## src/rtl/pc_ir_mdr_seq_if.sv

```systemverilog
// Bus between the program loader / control unit and the PC/IR/MDR sequencer.
// Request-side signals flow master -> slave; register outputs and status flow back.
interface pc_ir_mdr_seq_if #(parameter int WIDTH = 32);
    logic             s;
    logic [WIDTH-1:0] dataddrIn;
    logic [WIDTH-1:0] dataIn;
    logic             run;
    logic             ld;
    logic             jmp;
    logic [WIDTH-1:0] pcOut;
    logic [WIDTH-1:0] IOut;
    logic [WIDTH-1:0] mOut;
    logic             E;
    logic             mV;
    logic             busy;
    logic             err;

    modport master (
        output s, dataddrIn, dataIn, run, ld, jmp,
        input  pcOut, IOut, mOut, E, mV, busy, err
    );

    modport slave (
        input  s, dataddrIn, dataIn, run, ld, jmp,
        output pcOut, IOut, mOut, E, mV, busy, err
    );
endinterface

```

## src/rtl/pc_ir_mdr_seq.sv

```systemverilog
// PC/IR/MDR sequencer over a DEPTH-word synchronous memory: fetch, data load, PC jump.
// Fetch and load each take 2 cycles after leaving IDLE; ld/jmp outside IDLE are dropped, callers wait for busy=0.
module pc_ir_mdr_seq #(
    parameter int WIDTH    = 32,
    parameter int DEPTH    = 16,
    parameter int RESET_PC = 0
) (
    input  logic clk,
    input  logic rst,
    pc_ir_mdr_seq_if.slave bus
);
    localparam int AW = $clog2(DEPTH);

    typedef enum logic [2:0] {IDLE, FETCH, WB_I, LOAD, WB_M} state_t;

    state_t           state, nextState;
    logic [WIDTH-1:0] mem [DEPTH];
    logic [WIDTH-1:0] rdQ;
    logic [WIDTH-1:0] ir;
    logic [WIDTH-1:0] mdr;
    logic [AW-1:0]    pc;
    logic [AW-1:0]    addrQ;
    logic [AW-1:0]    rdAddr;
    logic [AW-1:0]    reqAddr;
    logic             inRange;
    logic             ePulse;
    logic             mvPulse;
    logic             errQ;
    logic             pcJump;
    logic             pcInc;
    logic             irLoad;
    logic             mdrLoad;
    logic             addrLoad;
    logic             errSet;

    assign reqAddr = bus.dataddrIn[AW-1:0];
    assign inRange = (bus.dataddrIn >> AW) == '0;

    always_ff @(posedge clk or negedge rst) begin
        if (!rst) begin
            state <= IDLE;
        end else begin
            state <= nextState;
        end
    end

    always_comb begin
        nextState = state;
        pcJump    = 1'b0;
        pcInc     = 1'b0;
        irLoad    = 1'b0;
        mdrLoad   = 1'b0;
        addrLoad  = 1'b0;
        rdAddr    = pc;
        errSet    = bus.s && !inRange;
        case (state)
            IDLE: begin
                // An out-of-range jmp/ld is consumed: flagged, not passed down to run.
                if (bus.jmp) begin
                    if (inRange) pcJump = 1'b1;
                    else         errSet = 1'b1;
                end else if (bus.ld) begin
                    if (inRange) begin
                        addrLoad  = 1'b1;
                        nextState = LOAD;
                    end else begin
                        errSet = 1'b1;
                    end
                end else if (bus.run) begin
                    nextState = FETCH;
                end
            end
            FETCH: begin
                rdAddr    = pc;
                nextState = WB_I;
            end
            WB_I: begin
                irLoad    = 1'b1;
                pcInc     = 1'b1;
                nextState = bus.run ? FETCH : IDLE;
            end
            LOAD: begin
                rdAddr    = addrQ;
                nextState = WB_M;
            end
            WB_M: begin
                mdrLoad   = 1'b1;
                nextState = IDLE;
            end
            default: nextState = IDLE;
        endcase
    end

    // Read and write share one edge, so a same-address read sees the old word.
    always_ff @(posedge clk) begin
        if (bus.s && inRange) mem[reqAddr] <= bus.dataIn;
        rdQ <= mem[rdAddr];
    end

    always_ff @(posedge clk or negedge rst) begin
        if (!rst) begin
            pc      <= AW'(RESET_PC);
            addrQ   <= '0;
            ir      <= '0;
            mdr     <= '0;
            ePulse  <= 1'b0;
            mvPulse <= 1'b0;
            errQ    <= 1'b0;
        end else begin
            if (pcJump)     pc <= reqAddr;
            else if (pcInc) pc <= pc + AW'(1);
            if (addrLoad)   addrQ <= reqAddr;
            if (irLoad)     ir <= rdQ;
            if (mdrLoad)    mdr <= rdQ;
            ePulse  <= irLoad;
            mvPulse <= mdrLoad;
            if (errSet)     errQ <= 1'b1;
        end
    end

    assign bus.pcOut = WIDTH'(pc);
    assign bus.IOut  = ir;
    assign bus.mOut  = mdr;
    assign bus.E     = ePulse;
    assign bus.mV    = mvPulse;
    assign bus.busy  = (state != IDLE);
    assign bus.err   = errQ;
endmodule

```

## src/flat_wrapper.sv

```systemverilog
// flat-port wrapper written by rule: the top's interface ports become plain ports
module pc_ir_mdr_seq_flat 
#(
    parameter int WIDTH    = 32,
    parameter int DEPTH    = 16,
    parameter int RESET_PC = 0
)
  (clk, rst, bus_s, bus_dataddrIn, bus_dataIn, bus_run, bus_ld, bus_jmp, bus_pcOut, bus_IOut, bus_mOut, bus_E, bus_mV, bus_busy, bus_err);
  pc_ir_mdr_seq_if #(.WIDTH(WIDTH)) bus_i ();
  input  logic clk;
  input  logic rst;
  input wire logic [$bits(bus_i.s)-1:0] bus_s;
  input wire logic [$bits(bus_i.dataddrIn)-1:0] bus_dataddrIn;
  input wire logic [$bits(bus_i.dataIn)-1:0] bus_dataIn;
  input wire logic [$bits(bus_i.run)-1:0] bus_run;
  input wire logic [$bits(bus_i.ld)-1:0] bus_ld;
  input wire logic [$bits(bus_i.jmp)-1:0] bus_jmp;
  output wire logic [$bits(bus_i.pcOut)-1:0] bus_pcOut;
  output wire logic [$bits(bus_i.IOut)-1:0] bus_IOut;
  output wire logic [$bits(bus_i.mOut)-1:0] bus_mOut;
  output wire logic [$bits(bus_i.E)-1:0] bus_E;
  output wire logic [$bits(bus_i.mV)-1:0] bus_mV;
  output wire logic [$bits(bus_i.busy)-1:0] bus_busy;
  output wire logic [$bits(bus_i.err)-1:0] bus_err;
  assign bus_i.s = bus_s;
  assign bus_i.dataddrIn = bus_dataddrIn;
  assign bus_i.dataIn = bus_dataIn;
  assign bus_i.run = bus_run;
  assign bus_i.ld = bus_ld;
  assign bus_i.jmp = bus_jmp;
  assign bus_pcOut = bus_i.pcOut;
  assign bus_IOut = bus_i.IOut;
  assign bus_mOut = bus_i.mOut;
  assign bus_E = bus_i.E;
  assign bus_mV = bus_i.mV;
  assign bus_busy = bus_i.busy;
  assign bus_err = bus_i.err;
  pc_ir_mdr_seq #(.WIDTH(WIDTH), .DEPTH(DEPTH), .RESET_PC(RESET_PC)) u_core (.clk(clk), .rst(rst), .bus(bus_i));
endmodule
```

## config.mk

```make
export PLATFORM = sky130hd
export DESIGN_NAME = pc_ir_mdr_seq_flat
export DESIGN_NICKNAME = d
export VERILOG_FILES = /design/src/rtl/pc_ir_mdr_seq_if.sv /design/src/rtl/pc_ir_mdr_seq.sv /design/src/flat_wrapper.sv
export SDC_FILE = /design/constraint.sdc
export NUM_CORES = 1
export LEC_CHECK = 0
export CAP_MARGIN = 30
export CORE_MARGIN = 3
export CORE_UTILIZATION = 33
export DETAILED_ROUTE_END_ITERATION = 16
export GPL_TIMING_DRIVEN = 0
export PLACE_DENSITY_LB_ADDON = 0.12
export SLEW_MARGIN = 25
export SYNTH_ARGS = -nofsm -noshare
export SYNTH_HDL_FRONTEND = slang
export SYNTH_SLANG_ARGS = --single-unit
export TNS_END_PERCENT = 100
```

## constraint.sdc

```tcl
create_clock -name clk -period 3.1 [get_ports clk]
set_clock_uncertainty 0.1 [all_clocks]
set_input_delay 0.62 -clock clk [delete_from_list [all_inputs] [get_ports clk]]
set_output_delay 0.62 -clock clk [all_outputs]
set_load 0.02 [all_outputs]
```

==> results of run 1 <==
## per-stage QoR
stage               total power, mW  hold WS [ps]   util
detailed placement             17.9           367  0.383
CTS                            26.9           353  0.420
global placement               17.6           365  0.370
floorplan                      14.3           224      -
finish                         26.6           360  0.422
global route                   27.7           385  0.422
## cell usage in the layout (no fill, tap or decap), types with 18 or more instances in the layout
| cell type | instances |
|---|---|
| clkbuf_16 | 73 |
| buf_16 | 24 |
| clkdlybuf4s50_1 | 138 |
| clkbuf_1 | 58 |
| and2_1 | 130 |
| mux2_2 | 84 |
| conb_1 | 28 |
| a2111oi_2 | 20 |
| a311oi_1 | 62 |
| nand3_1 | 64 |
| o22ai_1 | 64 |
| buf_4 | 74 |
| dfxtp_1 | 32 |
| o21ai_0 | 134 |
| edfxtp_1 | 512 |
| mux2i_1 | 129 |
| nand3b_1 | 62 |
| clkbuf_2 | 36 |
| dfrtp_1 | 76 |
| or3b_1 | 30 |
| nor2b_1 | 133 |
| mux2_1 | 18 |
| a211oi_1 | 33 |
## worst max-delay path by stage
stage,startpoint,end,slack (ps)
floorplan,bus_dataddrIn[14],u_core.mem[5][0]$_DFFE_PP_,-370
global placement,bus_dataddrIn[6],u_core.mem[14][18]$_DFFE_PP_,-3470
detailed placement,bus_dataddrIn[9],u_core.mem[12][12]$_DFFE_PP_,-1050
CTS,u_core.state[2]$_DFFE_PN0P_,u_core.rdQ[14]$_DFF_P_,-20
global route,bus_dataddrIn[5],u_core.mem[1][28]$_DFFE_PP_,-80
finish,u_core.state[2]$_DFFE_PN0P_,u_core.rdQ[27]$_DFF_P_,30
## state kept, by name, indices dropped and copies added, names as in the netlist
register / count
u_core.pc: 4
u_core.addrQ: 4
u_core.bus.err: 1
u_core.bus.E: 1
u_core.bus.IOut: 32
u_core.mem: 512
u_core.rdQ: 32
u_core.bus.mV: 1
u_core.state: 3
u_core.bus.mOut: 32
## power breakdown
group          internal, mW  switching, mW  total [mW]
clock                  5.06           3.42        8.47
sequential             9.66          0.362        10.0
combinational          3.24           4.87        8.11
total                  18.0           8.65        26.6
## layout make-up
class	count	area [um^2]
diodes	1	2.50
plain buffers	156	913
clock buffers	105	2100
clock inverters	24	278
fillers	7206	45800
inverters	3	16.3
multi-input cells	1082	8260
flip-flops and latches	622	18000
well taps	1050	1310
repair buffers	214	2610
## cells in the mapped netlist, drive strengths merged (10+ instances only)
| cell type | number |
|---|---|
| dfxtp | 32 |
| dfrtp | 78 |
| a211oi | 34 |
| nor2b | 133 |
| edfxtp | 512 |
| clkbuf | 95 |
| o21ai | 134 |
| buf | 65 |
| nand3 | 64 |
| or3b | 32 |
| nand2 | 10 |
| a311oi | 62 |
| and2 | 130 |
| mux2i | 133 |
| o22ai | 64 |
| mux2 | 102 |
| nor2 | 16 |
| a2111oi | 32 |
| nand3b | 63 |
## kinds of logic (layout without fill, tap and decap cells)
| logic type | Yosys count | after routing | share of synthesized area |
|---|---|---|---|
| XOR/XNOR | 2 | 2 | 0.000661 |
| adder cells (fa/ha/maj) | 1 | 1 | 0.000472 |
| AND/OR/NAND/NOR | 483 | 483 | 0.115 |
| AO/OA/AOI/OAI | 333 | 333 | 0.0831 |
| other | 1 | 29 | 0.000142 |
| buffers and inverters | 163 | 502 | 0.0288 |
| flip-flops | 622 | 622 | 0.678 |
| multiplexers | 235 | 235 | 0.0940 |
## layer usage
metal  up-vias  track usage
met5         -            0
met1      8938        0.281
li1       7649            -
met4         0       0.0765
met3       139       0.0391
met2       741        0.333
## worst reg2reg max path, stage by stage, from the launching register on
cell and delay (ps):
dfrtp_1 440, nand3b_4 200, buf_4 240, mux2i_4 380, buf_2 380, a311oi_1 140, a2111oi_1 630, or3b_1 430
## timing repair
item | 4_1_cts | 5_1_grt
endpoints found under the hold margin | 28 | 0
hold buffers | 1 | 0
buffers inserted | 12 | 18
endpoints found under the setup margin | 340 | 205
pin swaps | 10 | 8
resized for setup | 145 | 31
==> results.cfg, run 1 <==
[status]
status = completed

[clock_network]
clk_path_buf_depth = 3
clk_pin_slew_worst_paths_ps = 70
ctsRootBufferMaster = clkbuf_16
cts-htree-levels = 3
clock_latency_ps = 620
cts_buffers = 70
cts_num_sinks = 622
cts_tree = done

[floorplanning]
start_util = 0.334
chipWidth_um = 289
fp.coreArea_mm2 = 0.0793
die_h_um = 289
dieArea_mm2 = 0.0837
io_pins = 170
fp-row-count = 103

[detailed_routing]
routedLengthMet1_mm = 37.5
met2_length_mm = 41.0
highest_layer = met4
num_vias = 17500
drtPass1Iterations = 5
ant_nets = 0
drt_iter0_markers = 1543
via_per_inst = 5.36
post-route-drc-count = 0
dr_wl_met3_mm = 6.69
routed_wirelength_mm = 87.9
wl_per_cell_um = 27.0

[placement]
port_buffers = 139
place.gp.congestion = 0.835
place_inst = 3100
dp_hpwl_mm = 61.4
dpl_cell_area_mm2 = 0.0304
pre_cts_slack_ps = -1050

[synth]
ys_dominant_reg_cell = edfxtp_1
synth_cells = 1840
ys_top_cells_by_area = edfxtp_1 (58%), dfrtp_1 (7.4%), mux2i_1 (4.9%)
synth_top_area_frac = 0.580
async_flop_share = 0.125
ys_ff_latch = 622
synth.distinct_cells = 46
avgSynthCellArea_um2 = 14.4
seq_area_frac_synth = 0.678
synth.cell_area_mm2 = 0.0265
synth_top_area_cell = edfxtp_1
synth_enable_flop_cells = 512
yosysWarnings = 0

[sta]
hold_viol = 0
min_period_over_period = 0.990
fmax_mhz = 326
finalSetupViolations = 0
slew_violations = 0
tightestPinTransition_ps = 883
slew_headroom = 0.411
fin_ws_ps = 30.9
tns_ps = 0
finalCriticalPeriod_ps = 3070

[critical_path]
critical-path-slowest-cell = a2111oi_1
cpPeakStageDelay_ps = 630
critPathArrivalTime_ps = 3450
cp.required_ps = 3480
r2r-end = u_core.rdQ[27]$_DFF_P_
cp-end-kind = flip-flop
critPathKind = reg2reg
worstPathCellList = nand3b_4 -> buf_4 -> mux2i_4 -> buf_2 -> a311oi_1 -> a2111oi_1 -> or3b_1
cp.depth = 7
worstReg2RegStart = u_core.state[2]$_DFFE_PN0P_
reg2regPathDepth = 7
worst-path-max-fanout = 10
crit_family = compound AO/OA/AOI/OAI gates
critPathLaunchType = flip-flop
critical_path_buf_inv_count = 2
ff2ff_setup_slack_ps = 30

[layout]
design_area_mm2 = 0.0335
fin_nets = 2220
area_growth_pct = 26.3
instances_no_fill = 3257
drive_gt1_frac = 0.199

[flow_run]
maxCapViolations = 0

[grt]
grt_pass1_wl_mm = 124
overflow = 0
grt_start_max_net_pins = 51
grt_util_all_layers = 0.208
grt_pass1_vias = 17500
antenna_found_initial = 0

[hold_path]
hold_path.class = in2async

[power_and_ir_drop]
max-vdd-ir-drop_mv = 0.332
power.leakage_nw = 11.5
power.density_mw_per_mm2 = 795
Power figures use the tool's default switching activity.
==> inputs of run 2 (changes only) <==
--- a/config.mk
+++ b/config.mk
@@ -11,6 +11,7 @@
 export DETAILED_ROUTE_END_ITERATION = 16
 export GPL_TIMING_DRIVEN = 0
 export PLACE_DENSITY_LB_ADDON = 0.12
+export SKIP_CTS_REPAIR_TIMING = 1
 export SLEW_MARGIN = 25
 export SYNTH_ARGS = -nofsm -noshare
 export SYNTH_HDL_FRONTEND = slang
==> results.cfg, run 2 (synthesized netlist as in run 1, its figures left out) <==
[status]
status = completed

[critical_path]
cp-end-kind = flip-flop
critical_path_buf_inv_count = 2
cp.required_ps = 3480
crit_top_cell = clkbuf_4
worst-path-max-fanout = 10
critPathArrivalTime_ps = 3460
worstPathCellList = nand3b_4 -> clkbuf_4 -> mux2i_4 -> nor2_2 -> clkbuf_4 -> a2111oi_1 -> or3b_1
ff2ff_setup_slack_ps = 20
critPathLaunchType = flip-flop
critical-path-slowest-cell = a2111oi_1
r2r-end = u_core.rdQ[27]$_DFF_P_
cpPeakStageDelay_ps = 600
reg2regPathDepth = 7
crit_family = simple AND/OR/NAND/NOR gates
worstReg2RegStart = u_core.state[2]$_DFFE_PN0P_
critPathKind = reg2reg

[detailed_routing]
routed_wirelength_mm = 87.8
ant_nets = 0
wl_per_cell_um = 26.9
via_per_inst = 5.37
post-route-drc-count = 0
drt_iter0_markers = 1593
num_vias = 17500
drtPass1Iterations = 5

[sta]
finalSetupViolations = 0
min_period_over_period = 0.993
tightestPinTransition_ps = 870
slew_headroom = 0.420
fmax_mhz = 325
tns_ps = 0
slew_violations = 0
finalCriticalPeriod_ps = 3080
holdWs_ps = 359
hold_viol = 0

[clock_network]
cts_num_sinks = 622
ctsRootBufferMaster = clkbuf_16
clock_latency_ps = 620
cts-htree-levels = 3
cts_buffers = 70
clk_path_buf_depth = 3
clk_pin_slew_worst_paths_ps = 70
cts_tree = done

[floorplanning]
chipWidth_um = 289
fp.coreArea_mm2 = 0.0793
die_h_um = 289
dieArea_mm2 = 0.0837
start_util = 0.334
io_pins = 170
fp-row-count = 103

[power_and_ir_drop]
power.density_mw_per_mm2 = 794
power.leakage_nw = 11.6
max-vdd-ir-drop_mv = 0.330

[layout]
largest_register_ff_count = 512
drive_gt1_frac = 0.200
area_growth_pct = 26.6
nFillCells = 7204
layout_common_cells = edfxtp_1 (512), clkdlybuf4s50_1 (138), o21ai_0 (134)
regMostFlops = u_core.mem
fin_nets = 2223
final_common_cell = edfxtp_1

[hold_path]
hold_path.class = in2async

[placement]
port_buffers = 139
dp_hpwl_mm = 61.4
place.gp.congestion = 0.835

[grt]
overflow = 0
grt_util_all_layers = 0.207
grt_start_max_net_pins = 51
grt_pass1_vias = 17400
grt_pass1_wl_mm = 124
antenna_found_initial = 0

[flow_run]
maxCapViolations = 0
## run 2: cell count changes in the layout (fill, tap and decap cells not counted), sizes merged
cell and delta:
buf -10, clkbuf +12, clkinv +1
## run 2: worst max-delay path by stage
| stage | start | end | slack, ps | depth (start not counted) |
|---|---|---|---|---|
| after floorplan | bus_dataddrIn[14] | u_core.mem[5][0]$_DFFE_PP_ | -370 | 5 |
| after global placement | bus_dataddrIn[6] | u_core.mem[14][18]$_DFFE_PP_ | -3470 | 6 |
| after detailed placement | bus_dataddrIn[9] | u_core.mem[12][12]$_DFFE_PP_ | -1050 | 9 |
| after CTS | u_core.state[2]$_DFFE_PN0P_ | u_core.rdQ[14]$_DFF_P_ | -860 | 8 |
| after global routing | bus_dataddrIn[5] | u_core.mem[1][28]$_DFFE_PP_ | -40 | 8 |
| final | u_core.state[2]$_DFFE_PN0P_ | u_core.rdQ[27]$_DFF_P_ | 20 | 7 |
## run 2: final cells by class
type / instances / area [um^2] / area share
Multi-Input combinational cell: 1082 / 8310 / 0.248
Clock buffer: 105 / 2100 / 0.0626
Timing Repair inverter: 1 / 5.00 / 0.000149
Sequential cell: 622 / 18000 / 0.536
Inverter: 3 / 16.3 / 0.000485
Tap cell: 1050 / 1310 / 0.0392
Buffer: 157 / 931 / 0.0277
Antenna cell: 1 / 2.50 / 0.0000746
Timing Repair Buffer: 215 / 2630 / 0.0784
Clock inverter: 24 / 278 / 0.00828
## run 2: where the power goes
group / internal (mW) / switching [mW] / leakage, nW / total (mW)
clock network: 5.06 / 3.41 / 1.17 / 8.47
logic: 3.26 / 4.89 / 4.53 / 8.15
registers: 9.66 / 0.363 / 5.86 / 10.0
## run 2: metrics by stage
stage	worst slack [ps]	util	std cells	total power, mW	instance area, um^2
global placement	-3470	0.370	3056	17.6	29300
detailed placement	-1050	0.383	3100	17.9	30400
floorplan	-372	-	1867	14.3	26600
global route	-35.4	0.423	3259	27.8	33600
CTS	-856	0.413	3229	26.4	32800
finish	20.4	0.423	3260	26.6	33600
## run 2: metal layers
layer  part of all wire  up-vias  track usage
met5                  0        -            0
met4              0.031        0       0.0735
met3              0.080      152       0.0427
met2               0.46      762        0.334
met1               0.42     8914        0.277
li1                   -     7670            -
==> RTL change: new RTL, config.mk and constraints of run 2 <==
Re-encode `state_t` (5 states) as Gray code, 3 bits wide.
--- a/src/rtl/pc_ir_mdr_seq.sv
+++ b/src/rtl/pc_ir_mdr_seq.sv
@@ -12,5 +12,5 @@
     localparam int AW = $clog2(DEPTH);
 
-    typedef enum logic [2:0] {IDLE, FETCH, WB_I, LOAD, WB_M} state_t;
+    typedef enum logic [2:0] {IDLE = 3'b000, FETCH = 3'b001, WB_I = 3'b011, LOAD = 3'b010, WB_M = 3'b110} state_t;
 
     state_t           state, nextState;
Behaviour: no difference found for any inputs over 4 cycles, from zero or initial values and one cycle with rst low; so few cycles prove little.
==> RTL change against run 2 <==
- the run now ends with setup timing left
- sequential cell count unchanged
- non-clock buffer count up 3
- cell area about the same
- largest cell class unchanged
- core utilization down 0.066 points
- critical path depth up 2
- wire length down 0.84%
- count of clock-buffer cells in the layout down 17
- total power up 13%
- highest routed layer unchanged
- area after synthesis up 0.14%
- worst setup slack worse by 0.029 ns
- die area up 0.13%
- fmax down 0.94%
==> RTL change: results (changes against run 2) <==
grt_pass1_wl_mm: 124  # +0.31%
fin_ws_ns: -0.00877  # -0.0292 ns
drive_gt1_frac: 0.171  # -0.0282
largest_reg_flops: 512  # unchanged
gp_congestion: 0.851  # +1.9%
drt-initial-drc-count: 1749  # +9.8%
first_pass_iters: 6  # +1
slowest_stage: "or3b_4"
yosysSeqAreaShare: 0.677  # -0.000927
synth_cell_types: 42  # -8.7%
hold_path.class: "reg2reg"
yosys-top-cells-area: "edfxtp_1, dfrtp_1, mux2i_1"
reg2reg_to: "u_core.rdQ[16]"
grt_usage: 0.206  # -0.00128
async_flop_share: 0.125  # unchanged
synth-main-ff-cell: "edfxtp_1"
finalSetupViolations: 1  # +1
cp_max_fo: 10  # unchanged
nets: 2356  # +6.0%
reg2reg_depth: 9  # +2
worst-slew-pin-transition_ns: 0.854  # -0.0162 ns
cts-root-buf: "clkbuf_16"
vias_per_cell: 5.26  # -2.0%
setup_tns_ns: -0.00877  # -0.00877 ns
antenna_found_initial: 8  # +8
synth_warnings: 0  # unchanged
r2r-start: "u_core.state[0]"
crit_arrival_ns: 3.47  # about the same
status: "complete, but fails checks"
largest_register: "u_core.mem"
violations: "setup timing"
synth_edf_count: 512  # unchanged
io_buffers: 139  # unchanged
dp_hpwl_mm: 60.9  # -0.76%
grt_pass1_vias: 17800  # +2.1%
ir_worst_vdd_mv: 0.556  # +68%
htreeDepth: 3  # unchanged
cts.clk_slew.worst_paths_ns: 0.06
clock_latency_ns: 0.61
synthTopCellsByCount: "edfxtp_1, nand2_1, mux2i_1"
critPathKind: "reg2reg"
clockBufferDepth: 3  # unchanged
wl_mm: 87.1  # -0.84%
whs_path_depth: 2
cpPeakStageDelay_ns: 0.50  # -0.10 ns
cts_buffers: 69  # -1.4%
grt_max_degree: 52  # +2.0%
leakagePower_uw: 0.0123  # +6.8%
[RTL change: changes by cell type in the layout (fill, tap and decap cells not counted), moves of 13 or more]
cell      change
a21o_1       +96
and2_1       -91
clkbuf_1     -13
mux2_2       -70
nand2_1     +287
nand2b_1     +95
nor2b_1      -91
o21ai_0      -94
or3b_1       -16
or3b_4       +14
[RTL change: routing by layer]
layer | vias up | part of all wire | global-route usage
li1 | 7979 | - | -
met1 | 9089 | 0.44 | 0.280
met2 | 648 | 0.48 | 0.336
met3 | 120 | 0.058 | 0.0312
met4 | 0 | 0.025 | 0.0692
met5 | - | 0 | 0
[RTL change: logic make-up (layout without fill, tap and decap cells)]
kind of cell    Yosys count  count (layout)  share of synthesized area
compound gates          336             336                     0.0926
xor+xnor                  2               2                   0.000660
fa+ha+maj                 1               1                   0.000471
buf+inv                 172             503                     0.0296
flops                   622             622                      0.677
mux                     173             173                     0.0671
other cells               1              31                   0.000141
simple gates            674             674                      0.132
[RTL change: worst min path at each step]
stage / endpoint / slack, ns / startpoint
after detailed placement: u_core.bus.mOut[10] / 0.32 / u_core.rdQ[10]
after global routing: u_core.bus.mOut[10] / 0.35 / u_core.rdQ[10]
final: u_core.bus.IOut[8] / 0.33 / u_core.rdQ[8]
after global placement: u_core.bus.mOut[3] / 0.32 / u_core.rdQ[3]
after CTS: u_core.bus.mOut[9] / -0.18 / rst
after floorplan: u_core.addrQ[0] / 0.22 / rst
[RTL change: critical path, delay by kind of cell, from the launching register on]
kind / cells / cell delay [ns]
simple gates: 2 / 0.69
mux: 2 / 0.68
buf+inv: 4 / 0.66
compound gates: 1 / 0.46
flops: 1 / 0.36
[RTL change: where the power goes]
group	leakage, uW	total (uW)	switching (uW)	internal, uW
clock	0.00115	8400	3380	5020
sequential	0.00587	10100	397	9700
combinational	0.00533	11700	7100	4580
[RTL change: area by class of cell]
type | count | area, um^2
diodes | 3 | 7.51
plain buffers | 167 | 1070
clock buffers | 88 | 1980
clock inverters | 37 | 352
fillers | 7320 | 45800
inverters | 3 | 11.3
multi-input cells | 1214 | 8460
flip-flops and latches | 622 | 18000
well taps | 1050 | 1310
repair buffers | 208 | 2400
[RTL change: metrics by stage]
stage               hold WS (ns)  setup WS [ns]  cell area [um^2]  cells
global placement           0.319          -3.10             29400   3197
detailed placement         0.324          -1.48             30200   3233
floorplan                  0.224         -0.343             26700   2008
global route               0.347        -0.0421             33500   3389
CTS                       -0.180          -1.47             32500   3358
finish                     0.332       -0.00877             33600   3392
